File: src/rtl/usb_upload_pkg.sv
// usb_upload_pkg: shared FSM encoding, sync byte and source IDs for the USB upload path
package usb_upload_pkg;
    typedef enum logic [1:0] {IDLE, HDR0, HDR1, PAYLOAD} state_t;
    typedef enum logic [1:0] {
        SRC_ID_LA   = 2'd0,
        SRC_ID_UART = 2'd1,
        SRC_ID_CMD  = 2'd2,
        SRC_ID_STAT = 2'd3
    } src_id_t;
    localparam logic [7:0] SYNC_BYTE_DEF = 8'hA5;
endpackage

File: src/rtl/rr_arbiter_pick.sv
// rr_arbiter_pick: combinational round-robin picker, first request after ptr wins
module rr_arbiter_pick #(
    parameter int N    = 4,
    parameter int ID_W = 2
) (
    input  logic [N-1:0]    req,
    input  logic [ID_W-1:0] ptr,
    output logic [ID_W-1:0] grant,
    output logic            any
);
    logic [ID_W-1:0] idx;

    always_comb begin
        grant = '0;
        any   = 1'b0;
        idx   = ptr;
        for (int i = 0; i < N; i++) begin
            idx = (idx == ID_W'(N - 1)) ? '0 : idx + 1'b1;
            if (!any && req[idx]) begin
                grant = idx;
                any   = 1'b1;
            end
        end
    end
endmodule

File: src/rtl/usb_upload_arbiter.sv
// usb_upload_arbiter: packet-level round-robin mux of NUM_SRC byte producers onto the
// CDC upload stream; each frame is SYNC, source ID, payload through last.
module usb_upload_arbiter
    import usb_upload_pkg::*;
#(
    parameter int         NUM_SRC     = 4,
    parameter logic [7:0] SYNC_BYTE   = SYNC_BYTE_DEF,
    parameter int         TIMEOUT_CYC = 1024,
    localparam int        ID_W        = (NUM_SRC > 2) ? $clog2(NUM_SRC) : 1,
    localparam int        TO_W        = $clog2(TIMEOUT_CYC + 1)
) (
    input  logic                 clk,
    input  logic                 rst_n,
    input  logic [NUM_SRC-1:0]   src_en,
    input  logic [NUM_SRC-1:0]   src_valid,
    input  logic [NUM_SRC-1:0]   src_last,
    input  logic [8*NUM_SRC-1:0] src_data,
    output logic [NUM_SRC-1:0]   src_ready,
    input  logic                 usb_upload_ready,
    output logic [7:0]           usb_upload_data_out,
    output logic                 usb_upload_valid_out,
    output logic                 busy,
    output logic [ID_W-1:0]      grant_id,
    output logic                 frame_abort,
    output logic [7:0]           abort_cnt
);
    state_t          state, nxt;
    logic [ID_W-1:0] rr_ptr, pick;
    logic            pick_any, xfer, tmo, done, v_nxt;
    logic [TO_W-1:0] to_cnt, to_nxt;
    logic [7:0]      d_nxt;

    rr_arbiter_pick #(.N(NUM_SRC), .ID_W(ID_W)) u_pick (
        .req  (src_valid & src_en),
        .ptr  (rr_ptr),
        .grant(pick),
        .any  (pick_any)
    );

    assign busy      = state != IDLE;
    assign xfer      = state == PAYLOAD && usb_upload_ready && src_valid[grant_id];
    assign src_ready = (state == PAYLOAD && usb_upload_ready) ? NUM_SRC'(1) << grant_id : '0;

    always_comb begin
        nxt   = state;
        v_nxt = 1'b0;
        d_nxt = usb_upload_data_out;
        tmo   = 1'b0;
        done  = 1'b0;
        unique case (state)
            IDLE: if (pick_any) nxt = HDR0;
            HDR0: if (usb_upload_ready) begin
                nxt   = HDR1;
                v_nxt = 1'b1;
                d_nxt = SYNC_BYTE;
            end
            HDR1: if (usb_upload_ready) begin
                nxt   = PAYLOAD;
                v_nxt = 1'b1;
                d_nxt = 8'(grant_id);
            end
            PAYLOAD: if (xfer) begin
                v_nxt = 1'b1;
                d_nxt = src_data[{grant_id, 3'b000} +: 8];
                done  = src_last[grant_id];
            end else if (usb_upload_ready && to_cnt == TO_W'(TIMEOUT_CYC - 1)) begin
                // this stalled cycle is the one that brings the count to TIMEOUT_CYC
                tmo  = 1'b1;
                done = 1'b1;
            end
        endcase
        if (done) nxt = IDLE;
        to_nxt = (state != PAYLOAD || xfer || tmo) ? '0 : to_cnt + TO_W'(usb_upload_ready);
    end

    always_ff @(posedge clk or negedge rst_n) begin
        if (!rst_n) begin
            state                <= IDLE;
            rr_ptr               <= ID_W'(NUM_SRC - 1);
            grant_id             <= '0;
            to_cnt               <= '0;
            usb_upload_valid_out <= 1'b0;
            usb_upload_data_out  <= '0;
            frame_abort          <= 1'b0;
            abort_cnt            <= '0;
        end else begin
            state                <= nxt;
            to_cnt               <= to_nxt;
            usb_upload_valid_out <= v_nxt;
            usb_upload_data_out  <= d_nxt;
            frame_abort          <= tmo;
            if (state == IDLE && pick_any) grant_id <= pick;
            if (done) rr_ptr <= grant_id;
            if (tmo && abort_cnt != 8'hFF) abort_cnt <= abort_cnt + 8'd1;
        end
    end
endmodule
File: config.mk
export PLATFORM = sky130hd
export DESIGN_NAME = usb_upload_arbiter
export DESIGN_NICKNAME = d
export VERILOG_FILES = /design/src/rtl/usb_upload_pkg.sv /design/src/rtl/rr_arbiter_pick.sv /design/src/rtl/usb_upload_arbiter.sv
export SDC_FILE = /design/constraint.sdc
export NUM_CORES = 1
export LEC_CHECK = 0
export ABC_AREA = 1
export CAP_MARGIN = 20
export CORE_ASPECT_RATIO = 0.7
export CORE_MARGIN = 1.5
export CORE_UTILIZATION = 39
export CTS_CLUSTER_DIAMETER = 30
export DETAILED_ROUTE_END_ITERATION = 16
export PLACE_DENSITY = 0.67
export SKIP_CTS_REPAIR_TIMING = 1
export SYNTH_ARGS = -nofsm -noshare
export SYNTH_HDL_FRONTEND = slang
export SYNTH_HIERARCHICAL = 1
export SYNTH_SLANG_ARGS = --single-unit
export TNS_END_PERCENT = 50
File: constraint.sdc
create_clock -name clk -period 6.3 [get_ports clk]
set_input_delay 0.63 -clock clk [delete_from_list [all_inputs] [get_ports clk]]
set_output_delay 0.63 -clock clk [all_outputs]
set_load 0.05 [all_outputs]
Word-level counts from Yosys, hierarchy flattened
Index checks and enable logic that the tools add are counted.

$add $sub $neg: 6. Multiply operators: 0. Div/mod/pow operators: 0. Order comparisons: 5. Eq/ne operators: 16. Shift operators: 2. Muxes and demuxes: 43. Bitwise logic cells: 1. Reductions and logical operators: 20.

Operators with widths (number): 32-bit by 6-bit variable part select with 8-bit output (1); 2-bit 2-to-1 mux (12); 8-bit 2-to-1 mux (3); 8-bit one-hot mux with 3 select lines (1); 1-bit 2-to-1 mux (17); 2-bit by 3-bit < comparator with 1-bit output (second input constant) (5); 1-bit binary-select mux with 2-bit select (6); 2-bit equality test (second input constant) (6); 11-bit by 1-bit adder with 11-bit output (1); 11-bit by 10-bit equality test with 1-bit output (second input constant) (1); 11-bit 2-to-1 mux (1); 3-bit != test (second input constant) (3); 2-bit by 1-bit adder with 2-bit output (second input constant) (4); 8-bit by 1-bit adder with 8-bit output (second input constant) (1); 1-bit logical AND (8); 2-bit != test (second input constant) (4); 8-bit != test (second input constant) (1); 4-bit AND reduction (2); 2-bit one-hot mux with 3 select lines (1); 4-bit AND (1); 4-bit 2-to-1 mux (1); 4-bit nonzero test (1); 1-bit by 2-bit left shift with 4-bit output (first input constant) (1); 1-bit logical NOT (3); 7 further kinds (8).

Bits in registers: 35. Latch bits: 0. RAM bits: 0. ROM bits: 0. Input port bits: 47. Output and inout bits: 25. Word-level logic and storage cells: 101. Memories kept: 0.

Logic depth before layout (Yosys ltp)
Gate-level depths: netlist of the first run.

Depth in word-level cells: 17. Depth in mapped cells: 16. Depth with buffers taken out: 15.

Modules after synthesis
The synthesis of the first run kept the hierarchy.

By module, submodules not included: usb_upload_arbiter (times used 1, cells an instance 307, area each 2237.1 sq um, seq. area each 878.3 sq um); rr_arbiter_pick (times used 1, cells an instance 72, area each 352.8 sq um, seq. area each 0.0 sq um).

Least setup slack after synthesis of the first run
No wires, ideal clock.

Path type: flip-flop to output port. Start: register grant_id[1]. End: output port src_ready[2]. Data arrival time: 2.002 ns. Setup slack: 3.668 ns. Stages on the path, launching flop included: 4. Path buffers: 1. Path through: dfrtp_1 buf_6 inv_2 nor3_1.

Cells in the longest elaborated chain, start to end: 2.

RTL lines: from (decl) (RTL line usb_upload_arbiter.sv:23) `output logic [ID_W-1:0] grant_id,`; from (signal assigned) (RTL line usb_upload_arbiter.sv:92) `if (state == IDLE && pick_any) grant_id <= pick;`; 1-bit by 2-bit left shift with 4-bit output (RTL line usb_upload_arbiter.sv:42) `assign src_ready = (state == PAYLOAD && usb_upload_ready) ? NUM_SRC'(1) << grant_id : '0;`; 4-bit 2-to-1 mux (RTL line usb_upload_arbiter.sv:42); to (decl) (RTL line usb_upload_arbiter.sv:18) `output logic [NUM_SRC-1:0] src_ready,`.

No other way between the ends.

Final worst setup path of the first run
Start: register state[1]. End: output port src_ready[1].

Cells in the longest elaborated chain, start to end: 3.

RTL lines: from (decl) (RTL line usb_upload_arbiter.sv:27) `state_t state, nxt;`; from (signal assigned) (RTL line usb_upload_arbiter.sv:87) `state <= nxt;`; 2-bit equality test (RTL line usb_upload_arbiter.sv:42); 1-bit logical AND (RTL line usb_upload_arbiter.sv:42); 4-bit 2-to-1 mux (RTL line usb_upload_arbiter.sv:42).

No other way between the ends.

==> flow_metrics.tcl, run 1 <==
set metrics [dict create \
    holdPathStages 2 \
    grt_pass1_vias 2293 \
    rr_worst_depth 14 \
    hold_viol 0 \
    h-tree-depth 2 \
    layout_min_cycle_time_ns 3.31 \
    slowest_stage "clkdlybuf4s50_1" \
    wire_per_inst_um 11.6 \
    worst_pin_slew_ns 0.732 \
    slew_viol_final 0 \
    hp-class "reg2reg" \
    max_freq_mhz 302 \
    dieHeight_um 71.2 \
    max_slew_margin 0.512 \
    antenna_cells 0 \
    outcome "complete, no violations" \
    drc 0 \
    drv_cap 0 \
    antenna_found_initial 0 \
    cts_root_buffer "clkbuf_8" \
    cts_inserted_buffers 5 \
    path_class "reg2out" \
    drive_above_1_share 0.0976 \
    die_area_mm2 0.00715 \
    cp.arrival_ns 2.68 \
    post-route-util 0.545 \
    io_buffer_count 71 \
    drtAntennaViolNets 0 \
    synth_warnings 6 \
    drtIter0Drc 102 \
    crit_required_ns 5.67 \
    clock_sinks 35 \
    setup_viol 0 \
    via_per_inst 4.75 \
    syn-instance-count 379 \
    area_growth_pct 33.3 \
    gp_congestion 0.847 \
    ys_types 32 \
    grt_usage 0.185 \
    row_count 24 \
    syn_area_per_cell_um2 6.83 \
    clk-insertion-delay-late_ns 0.28 \
    ios 72 \
    p_leak_nw 1.67 \
    initial_utilization 0.409 \
    cts_tree "built" \
    grt_max_degree 36 \
    drt_pre_antenna_iters 5 \
    wirelength_um 6270 \
    vias 2576 \
    synth.net_count 434 \
    ys_ff_latch 35 \
    yosysSeqAreaShare 0.339 \
    skew_ns 0.00502 \
    syn_area_mm2 0.00259 \
    overflow 0 \
    crit_chain "ha_1 -> nand2_1 -> nor3_1 -> clkdlybuf4s50_1" \
    synth_top_area_cell "dfrtp_1" \
    ys_top_cells_by_area "dfrtp_1, nand2_1, inv_1" \
    period_share 0.526 \
    clk_pin_slew_ns 0.07 \
    hpwlAfterDp_um 4840 \
    cts_buffer_depth 2 \
    power_density_mw_per_mm2 377 \
    rsz0062_at_grt "false" \
    die_w_um 100 \
    slowest_delay_ns 0.84 \
    coreArea_mm2 0.00634 \
    setup_tns_ns 0 \
    path_max_fanout 21 \
    ir_drop_mv 0.201 \
    nets 505 \
    grt_pass1_wl_um 10700 \
    r2r_slack_ns 3.91 \
    cp-end-kind "output pin" \
    synth_top_area_frac 0.319 \
    cp-start-kind "flop" \
]
-- worst paths after layout --
path                                             start                      to
worst max-delay path                          state[1]            src_ready[1]
worst min-delay path            usb_upload_data_out[7]  usb_upload_data_out[7]
worst max register to register               rr_ptr[0]                state[0]
worst min register to register  usb_upload_data_out[7]  usb_upload_data_out[7]
max in group asynchronous                        rst_n               rr_ptr[0]
min in group asynchronous                        rst_n  usb_upload_data_out[3]
-- cells in the mapped netlist, drive strengths merged --
cell type / number
nand3: 26
nand4: 19
clkbuf: 1
inv: 41
o21ai: 13
buf: 7
ha: 8
a21boi: 2
a21oi: 11
nand2: 161
dfstp: 2
xnor2: 2
nor2: 38
xor2: 6
nor3b: 2
nor3: 5
or2: 2
dfrtp: 33
-- worst max-delay path, delay by kind of cell, from the launching register on --
| kind | cells | cell delay (ns) |
|---|---|---|
| buf+inv | 1 | 0.84 |
| fa+ha+maj | 1 | 0.66 |
| simple gates | 2 | 0.49 |
| flops | 1 | 0.41 |
-- area by class of cell --
| cell class | instances | area (µm²) |
|---|---|---|
| clock buffer | 8 | 100 |
| fill | 629 | 2880 |
| inverter | 41 | 154 |
| multi-input combinational | 295 | 1490 |
| sequential | 35 | 878 |
| tap | 91 | 114 |
| timing repair buffer | 72 | 718 |
-- registers in the layout, summed over array words and instances (netlist names) --
| register | flops |
|---|---|
| abort_cnt | 8 |
| to_cnt | 11 |
| rr_ptr | 2 |
| state | 2 |
| usb_upload_data_out | 8 |
| grant_id | 2 |
| frame_abort | 1 |
| usb_upload_valid_out | 1 |
-- report_power, final --
part / switching [mW] / total, mW / internal, mW
sequential: 0.0573 / 0.331 / 0.273
combinational: 0.523 / 0.792 / 0.270
clock: 0.0771 / 0.177 / 0.0998
total: 0.657 / 1.30 / 0.643
-- logic make-up after synthesis --
kind of cell / after synthesis / share of synthesized area
AO/OA/AOI/OAI: 26 / 0.0565
XOR/XNOR: 8 / 0.0271
adder cells (fa/ha/maj): 8 / 0.0386
buffers and inverters: 49 / 0.0865
flip-flops: 35 / 0.339
AND/OR/NAND/NOR: 253 / 0.452
-- metal layers --
| metal | GRT usage | vias up | wire length [µm] |
|---|---|---|---|
| met5 | 0 | - | 0 |
| met4 | 0.0188 | 0 | 19 |
| met3 | 0.0474 | 5 | 429 |
| met2 | 0.278 | 65 | 2600 |
| met1 | 0.276 | 1156 | 3220 |
| li1 | - | 1350 | - |
-- through the flow --
stage	cell area [µm²]	worst slack (ns)	std cells	power, mW	hold slack, ns
2_1_floorplan	2590	3.67	379	0.945	0.334
5_1_grt	3450	2.85	542	1.41	0.512
3_3_place_gp	3350	3.25	534	1.12	0.466
4_1_cts	3450	2.99	542	1.31	0.492
3_5_place_dp	3350	3.24	534	1.13	0.473
6_report	3450	2.99	542	1.30	0.487
-- placed cells by master (no fill, tap or decap) --
cell / n
buf_4: 1
clkbuf_8: 7
dfrtp_1: 33
nand3_2: 1
inv_2: 1
nor3b_2: 1
clkdlybuf4s50_1: 71
nor2_2: 4
nand2_4: 3
xnor2_1: 2
nand4_2: 1
nand2_2: 15
o21ai_1: 4
nor2_1: 31
nor2_8: 1
o21ai_0: 6
nor2_4: 2
xor2_1: 6
nand4_1: 18
nor3b_1: 1
nor3_2: 1
ha_1: 8
clkbuf_1: 1
or2_2: 1
a21boi_0: 2
dfstp_2: 2
inv_1: 40
o21ai_2: 3
nor3_1: 4
nand3_1: 25
a21oi_1: 11
or2_0: 1
nand2_1: 143
No activity file was read; power rests on OpenSTA's default activity.
==> run 2: changes to the inputs <==
Settings changed: PLACE_DENSITY 0.67 to 0.7.
Clock period 6.3 ns to 3 ns, I/O delays scaled along.
==> flow_metrics.tcl, run 2 (synthesis results as in run 1) <==
set metrics [dict create \
    outcome "complete, no violations" \
    final_cell_mix "nand2_1, clkdlybuf4s50_1, inv_1" \
    largest_reg_flops 11 \
    antenna_cells 0 \
    gp_congestion 0.928 \
    crit_chain "inv_1 -> nor3_1 -> clkdlybuf4s50_1" \
    slowest_stage "clkdlybuf4s50_1" \
    via_per_inst 4.83 \
    clock_sinks 35 \
    cts_inserted_buffers 5 \
    grt_pass1_wl_um 11000 \
    h-tree-depth 2 \
    initial_utilization 0.409 \
    die_area_mm2 0.00715 \
    die_w_um 100 \
    max_flop_register "to_cnt" \
    layout_min_cycle_time_ns 2.63 \
    area_growth_pct 32.8 \
    hold_viol 0 \
    slowest_delay_ns 0.83 \
    overflow 0 \
    max_freq_mhz 380 \
    cp.arrival_ns 2.33 \
    max_slew_margin 0.610 \
    cts_tree "built" \
    vias 2624 \
    antenna_found_initial 0 \
    grt_max_degree 36 \
    clk-insertion-delay-late_ns 0.28 \
    crit_required_ns 2.70 \
    period_share 0.878 \
    drtAntennaViolNets 0 \
    hp-class "in2async" \
    fill_cells 591 \
    worst_slack_ns 0.367 \
    path_class "reg2out" \
    met1_usage 0.282 \
    fin_area_mm2 0.00344 \
    cts_root_buffer "clkbuf_8" \
    wirelength_um 6520 \
    ir_drop_mv 0.381 \
    place_inst 535 \
    grt_usage 0.190 \
    cp-end-kind "output pin" \
    placed_area_mm2 0.00336 \
    final_common_cell "nand2_1" \
    largestRegisters "to_cnt: 11 flops, abort_cnt: 8 flops, usb_upload_data_out: 8 flops" \
    row_count 24 \
    gr-usage-met2 0.284 \
    io_buffer_count 71 \
    worst_pin_slew_ns 0.584 \
    coreArea_mm2 0.00634 \
    drive_above_1_share 0.0951 \
    rsz0062_at_grt "false" \
    wire_per_inst_um 12.0 \
    power_density_mw_per_mm2 789 \
    use_met3 0.0425 \
    drtIter0Drc 137 \
    clk_pin_slew_ns 0.07 \
    drc 0 \
    drv_cap 0 \
    setup_tns_ns 0 \
    grt_pass1_vias 2387 \
    slew_viol_final 0 \
    hpwlAfterDp_um 5050 \
    nets 506 \
    path_max_fanout 12 \
    dieHeight_um 71.2 \
    stdcell_count 543 \
    cp-start-kind "flop" \
    top_usage_layer "met2" \
    p_leak_nw 1.66 \
    drt_pre_antenna_iters 4 \
    skew_ns 0.00638 \
    cts_buffer_depth 2 \
    pre_cts_ws_ns 0.618 \
    setup_viol 0 \
    ios 72 \
]
## run 2: area by class of cell
cell class | count | area (µm²) | share of cell area
sequential | 35 | 878 | 0.255
timing repair buffer | 73 | 726 | 0.211
inverter | 41 | 154 | 0.0447
multi-input combinational | 295 | 1490 | 0.433
tap | 91 | 114 | 0.0331
clock buffer | 8 | 80.1 | 0.0233
## run 2: worst paths after layout
check / cells past startpoint / endpoint / slack, ns / startpoint
min in group clk: 2 / usb_upload_data_out[4] / 0.49 / usb_upload_data_out[4]
min: 2 / abort_cnt[5] / 0.44 / rst_n
max: 3 / src_ready[1] / 0.37 / grant_id[0]
max reg2reg: 14 / state[0] / 0.59 / rr_ptr[0]
min reg2reg: 2 / usb_upload_data_out[4] / 0.49 / usb_upload_data_out[4]
max in group asynchronous: 2 / rr_ptr[0] / 2.21 / rst_n
## run 2: per-layer routing
layer	up-vias	share of wire
li1	1347	-
met1	1193	0.51
met2	77	0.42
met3	7	0.066
met4	0	0.0083
met5	-	0
## run 2: power breakdown
| group | leakage, nW | switching, mW | total [mW] | internal [mW] |
|---|---|---|---|---|
| sequential | 0.461 | 0.120 | 0.695 | 0.574 |
| clock | 0.0395 | 0.161 | 0.326 | 0.165 |
| combinational | 1.16 | 1.12 | 1.69 | 0.572 |
## run 2: worst max-delay path: cells and delay by family, from the launching register on
family | cells | cell delay (ns)
and+or+nand+nor | 1 | 0.24
buffers and inverters | 2 | 1.09
DFF | 1 | 0.71
## run 2: stage by stage
stage,util,hold WS [ns],power [mW]
floorplan,-,0.00441,1.98
global placement,0.530,0.465,2.36
detailed placement,0.530,0.467,2.39
CTS,0.543,0.457,2.73
global route,0.543,0.475,2.92
finish,0.543,0.438,2.71
